===== src/rtl/pc_unit.sv =====
// Program-counter unit for the fetch stage: sequential/relative/absolute/hold-back
// updates, call/return through a circular return-address stack, and single-level interrupts.
module pc_unit #(
  parameter int                PC_W       = 32,
  parameter int                OFF_W      = 16,
  parameter bit                SIGNED_OFF = 1'b0,
  parameter logic [PC_W-1:0]   RESET_VEC  = PC_W'(32),
  parameter logic [PC_W-1:0]   INT_VEC    = PC_W'(0),
  parameter int                RAS_DEPTH  = 4
) (
  input  logic              clk,
  input  logic              reset,
  input  logic              stall,
  input  logic [2:0]        pc_src,
  input  logic [OFF_W-1:0]  offset,
  input  logic [PC_W-1:0]   target,
  input  logic              int_req,
  input  logic              int_ret,
  output logic [PC_W-1:0]   pc,
  output logic [PC_W-1:0]   epc,
  output logic              in_isr,
  output logic              ras_empty,
  output logic              ras_full,
  output logic              ras_err
);

  localparam int PTR_W = $clog2(RAS_DEPTH);
  localparam int CNT_W = PTR_W + 1;

  localparam logic [2:0] SRC_INC    = 3'b000;
  localparam logic [2:0] SRC_REL    = 3'b001;
  localparam logic [2:0] SRC_DEC    = 3'b010;
  localparam logic [2:0] SRC_ABS    = 3'b011;
  localparam logic [2:0] SRC_CALL   = 3'b100;
  localparam logic [2:0] SRC_RETURN = 3'b101;

  logic [PC_W-1:0]  pc_reg, pc_next;
  logic [PC_W-1:0]  epc_reg, epc_next;
  logic             in_isr_reg, in_isr_next;
  logic [PTR_W-1:0] ras_ptr_reg, ras_ptr_next;
  logic [CNT_W-1:0] ras_cnt_reg, ras_cnt_next;
  logic             ras_err_reg, ras_err_next;
  logic             ras_push;
  logic [PC_W-1:0]  off_ext;
  logic [PC_W-1:0]  pc_inc;
  logic [PC_W-1:0]  ras_top;

  // ras_ptr_reg is the next slot to write; when full it wraps onto the oldest entry.
  logic [PC_W-1:0]  ras_mem [RAS_DEPTH];

  generate
    if (OFF_W == PC_W) begin : g_off_full
      assign off_ext = offset;
    end else if (SIGNED_OFF) begin : g_off_sext
      assign off_ext = {{(PC_W-OFF_W){offset[OFF_W-1]}}, offset};
    end else begin : g_off_zext
      assign off_ext = {{(PC_W-OFF_W){1'b0}}, offset};
    end
  endgenerate

  assign pc_inc  = pc_reg + PC_W'(1);
  assign ras_top = ras_mem[ras_ptr_reg - PTR_W'(1)];

  always_comb begin
    pc_next      = pc_reg;
    epc_next     = epc_reg;
    in_isr_next  = in_isr_reg;
    ras_ptr_next = ras_ptr_reg;
    ras_cnt_next = ras_cnt_reg;
    ras_err_next = ras_err_reg;
    ras_push     = 1'b0;

    if (int_req && !in_isr_reg) begin
      epc_next    = pc_reg;
      pc_next     = INT_VEC;
      in_isr_next = 1'b1;
    end else if (stall) begin
      pc_next = pc_reg;
    end else if (int_ret && in_isr_reg) begin
      pc_next     = epc_reg;
      in_isr_next = 1'b0;
    end else begin
      case (pc_src)
        SRC_REL: pc_next = pc_reg + off_ext;
        SRC_DEC: pc_next = pc_reg - PC_W'(1);
        SRC_ABS: pc_next = target;
        SRC_CALL: begin
          ras_push     = 1'b1;
          pc_next      = target;
          ras_ptr_next = ras_ptr_reg + PTR_W'(1);
          if (ras_cnt_reg == CNT_W'(RAS_DEPTH)) begin
            ras_err_next = 1'b1;
          end else begin
            ras_cnt_next = ras_cnt_reg + CNT_W'(1);
          end
        end
        SRC_RETURN: begin
          if (ras_cnt_reg != '0) begin
            pc_next      = ras_top;
            ras_ptr_next = ras_ptr_reg - PTR_W'(1);
            ras_cnt_next = ras_cnt_reg - CNT_W'(1);
          end else begin
            pc_next      = pc_inc;
            ras_err_next = 1'b1;
          end
        end
        default: pc_next = pc_inc;
      endcase
    end
  end

  always_ff @(posedge clk) begin
    if (reset) begin
      pc_reg      <= RESET_VEC;
      epc_reg     <= '0;
      in_isr_reg  <= 1'b0;
      ras_ptr_reg <= '0;
      ras_cnt_reg <= '0;
      ras_err_reg <= 1'b0;
    end else begin
      pc_reg      <= pc_next;
      epc_reg     <= epc_next;
      in_isr_reg  <= in_isr_next;
      ras_ptr_reg <= ras_ptr_next;
      ras_cnt_reg <= ras_cnt_next;
      ras_err_reg <= ras_err_next;
    end
  end

  always_ff @(posedge clk) begin
    if (!reset && ras_push) begin
      ras_mem[ras_ptr_reg] <= pc_inc;
    end
  end

  assign pc        = pc_reg;
  assign epc       = epc_reg;
  assign in_isr    = in_isr_reg;
  assign ras_empty = (ras_cnt_reg == '0);
  assign ras_full  = (ras_cnt_reg == CNT_W'(RAS_DEPTH));
  assign ras_err   = ras_err_reg;

endmodule


===== config.mk =====
export PLATFORM = sky130hd
export DESIGN_NAME = pc_unit
export DESIGN_NICKNAME = d
export VERILOG_FILES = /design/src/rtl/pc_unit.sv
export SDC_FILE = /design/constraint.sdc
export NUM_CORES = 1
export LEC_CHECK = 0
export ABC_AREA = 0
export CORE_ASPECT_RATIO = 1.25
export CORE_MARGIN = 5
export CORE_UTILIZATION = 35
export CTS_BUF_LIST = sky130_fd_sc_hd__clkbuf_4
export CTS_CLUSTER_DIAMETER = 40
export DETAILED_ROUTE_END_ITERATION = 7
export REMOVE_ABC_BUFFERS = 1
export SETUP_SLACK_MARGIN = 0.4
export SYNTH_ARGS = -nofsm -noshare
export SYNTH_HDL_FRONTEND = slang
export SYNTH_SLANG_ARGS = --single-unit

===== constraint.sdc =====
create_clock -name clk -period 5.25 [get_ports clk]
set_clock_uncertainty 0.2 [all_clocks]
set_input_delay 1.3125 -clock clk [delete_from_list [all_inputs] [get_ports clk]]
set_output_delay 1.3125 -clock clk [all_outputs]
set_load 0.01 [all_outputs]

==> flow_summary.toml <==
[status]
status = "complete, no violations"

[grt]
grt_pass1_vias = 9560
grt_max_degree = 46
antenna_found_initial = 2
overflow = 0
grt_pass1_wl_mm = 56.72
grt.total_usage = 0.2083

[timing]
slew_headroom = 0.2789
fmax_mhz = 218.7
period_share = 0.8708
rsz0062_at_grt = "no"
period_needed_ns = 4.572
hold_viol = 0
holdWs_ns = 0.2830
finalMaxSlewViolations = 0
worst_pin_slew_ns = 1.082
finalSetupViolations = 0
setup_ws_ns = 0.6784

[worst_setup_path]
setup.worst_path.end_class = "flop"
setup.worst_path.class = "input port to flop"
critical_path.max_fanout = 14
crit_required_ns = 5.55
start_kind = "input port"
crit_arrival_ns = 4.87

[die]
die_y_um = 209.6
fp.dieArea_um2 = 35550
die_w_um = 169.6
rows = 73
boundaryPins = 124
core_um2 = 31600
start_util = 0.3528

[cts]
cts_buffers = 17
cts_tree = "yes"
cts.sinks = 199
clock_path_buffers = 2
clk_pin_slew_ns = 0.15
clock_latency_ns = 0.62
htree_levels = 4
clockRootBuffer = "clkbuf_4"

[final_layout]
fin_area_um2 = 14270
fill_cells = 3054
nets = 1402
utilization = 0.4516
largest_reg_flops = 128
area_growth_syn_to_layout_pct = 28.00
layout-drive-gt1-share = 0.1932

[synthesis]
synth_area_um2 = 11150
yosysWarningCount = 0
yosysTopAreaCellShare = 0.3447
synth_cells = 1075
yosysTopAreaCell = "edfxtp_1"
synth.most_common_cell = "nand2_1"
synth_edf_count = 128
synth_cell_types = 64
seq_area_frac_synth = 0.4722
async_flop_share = 0
synth.area.top_cells = "edfxtp_1 34%, dfxtp_1 13%, mux4_2 6.5%"
synth_ff_type = "edfxtp_1"
postSynthAreaPerCell_um2 = 10.37
yosys-top-cells-count = "131 x nand2_1, 128 x edfxtp_1, 97 x a21oi_1, 79 x nor2_1, 71 x dfxtp_1"
synth-seq-cells = 199

[power_and_ir_drop]
p_per_area_nw_per_um2 = 228.3
report.power.total_mw = 3.258
p_leak_nw = 5.239
ir_drop_mv = 0.1381

[place]
place_ws_ns = -0.3966
dp_hpwl_mm = 26.73
gp_congestion = 0.9076
dpl_cell_area_um2 = 13820
io_buffer_count = 123

[detailed_routing]
final_antenna_net_count = 0
post_drt_wl_per_cell_um = 21.80
wirelength_mm = 37.66
drc = 0
dr.pass1.iters = 5
routed_via_density = 5.626
dr_total_vias = 9721
drtIter0Drc = 813

[min_path]
hp-class = "flop to flop"

[run]
cap_violations = 0
==> worst paths after layout <==
path                                            end  slack (ns)  cells after the start           startpoint
worst max register to register  pc[22]$_SDFFE_PP0N_        1.66                     13   pc[0]$_SDFFE_PP0N_
worst min-delay path            epc[9]$_SDFFE_PP0P_        0.28                      2  epc[9]$_SDFFE_PP0P_
worst max-delay path            pc[29]$_SDFFE_PP0N_        0.68                     15           offset[12]
worst min register to register  epc[9]$_SDFFE_PP0P_        0.28                      2  epc[9]$_SDFFE_PP0P_
==> cell usage in the layout (no fill, tap or decap), types with 6 or more instances in the layout <==
cell type / synthesis / routed
buf_4: 0 / 152
and4_1: 6 / 6
o41ai_1: 15 / 15
mux4_2: 32 / 32
nor2_1: 79 / 78
and3_1: 11 / 11
a221oi_1: 23 / 23
dfxtp_1: 71 / 70
nor3_1: 28 / 27
xnor2_1: 48 / 48
a221o_1: 27 / 27
nor4_1: 8 / 6
o21ai_0: 33 / 32
inv_1: 24 / 24
o211ai_1: 7 / 7
nand3_1: 27 / 26
clkdlybuf4s50_1: 0 / 113
dlymetal6s2s_1: 0 / 8
o21ai_1: 13 / 12
xor2_1: 18 / 18
edfxtp_1: 128 / 128
a21o_1: 14 / 14
a31oi_1: 7 / 7
o21a_1: 7 / 7
and2_1: 6 / 7
nand2_1: 131 / 129
a21oi_1: 97 / 95
clkbuf_4: 0 / 20
nand4_1: 15 / 15
ha_1: 42 / 38
nand2b_1: 15 / 15
==> per-stage QoR <==
stage | std cells | TNS (ns)
6_report | 1728 | 0
5_1_grt | 1728 | 0
4_1_cts | 1724 | 0
3_5_place_dp | 1692 | -3.134
3_3_place_gp | 1692 | -2.634
2_1_floorplan | 1004 | 0
==> worst max-delay path: stages <==
cell             delay (ns)
clkdlybuf4s50_1        0.56
or4_1                  0.63
buf_4                  0.22
o41ai_1                0.41
buf_4                  0.19
ha_1                   0.25
buf_4                  0.15
a21oi_1                0.16
o21bai_1               0.15
nor3_1                 0.16
nand3_1                0.13
nand3_1                0.15
o211ai_1               0.16
mux2i_1                0.17
o21ai_1                0.08
==> final cells by class <==
cell class	instances	area, um2	share of cell area
Clock buffer	20	150.1	0.01052
Antenna cell	1	2.502	0.0001753
Timing Repair Buffer	279	2445	0.1713
Multi-Input combinational cell	781	5674	0.3976
Tap cell	412	515.5	0.03612
Inverter	24	90.09	0.006312
Clock inverter	12	127.6	0.008943
Sequential cell	199	5266	0.3690
==> cells by family after synthesis <==
kind of cell | share of synthesized area
AO/OA/AOI/OAI | 0.1790
XOR/XNOR | 0.05185
adder cells (fa/ha/maj) | 0.05072
buffers and inverters | 0.03254
flip-flops | 0.4722
multiplexers | 0.06554
AND/OR/NAND/NOR | 0.1481
==> what timing repair did <==
action / 4_1_cts / 5_1_grt
setup buffers: 0 / 3
pin swaps: 0 / 19
endpoints found under the setup margin: 5 / 14
hold buffers: 0 / 0
resized for setup: 6 / 24
==> per-layer routing <==
layer | wire, um | track usage | vias up
met5 | 12 | 0 | -
met4 | 1021 | 0.06915 | 2
met3 | 2129 | 0.03033 | 56
met2 | 18430 | 0.3481 | 352
met1 | 16070 | 0.2773 | 4763
li1 | - | - | 4548
==> power breakdown <==
group | leakage [nW] | switching (mW) | internal (mW) | total, mW
clock | 0.145 | 0.537 | 0.297 | 0.834
sequential | 1.81 | 0.0473 | 1.69 | 1.74
combinational | 3.28 | 0.369 | 0.319 | 0.688
Note: power is estimated with default switching activity, not from simulation.
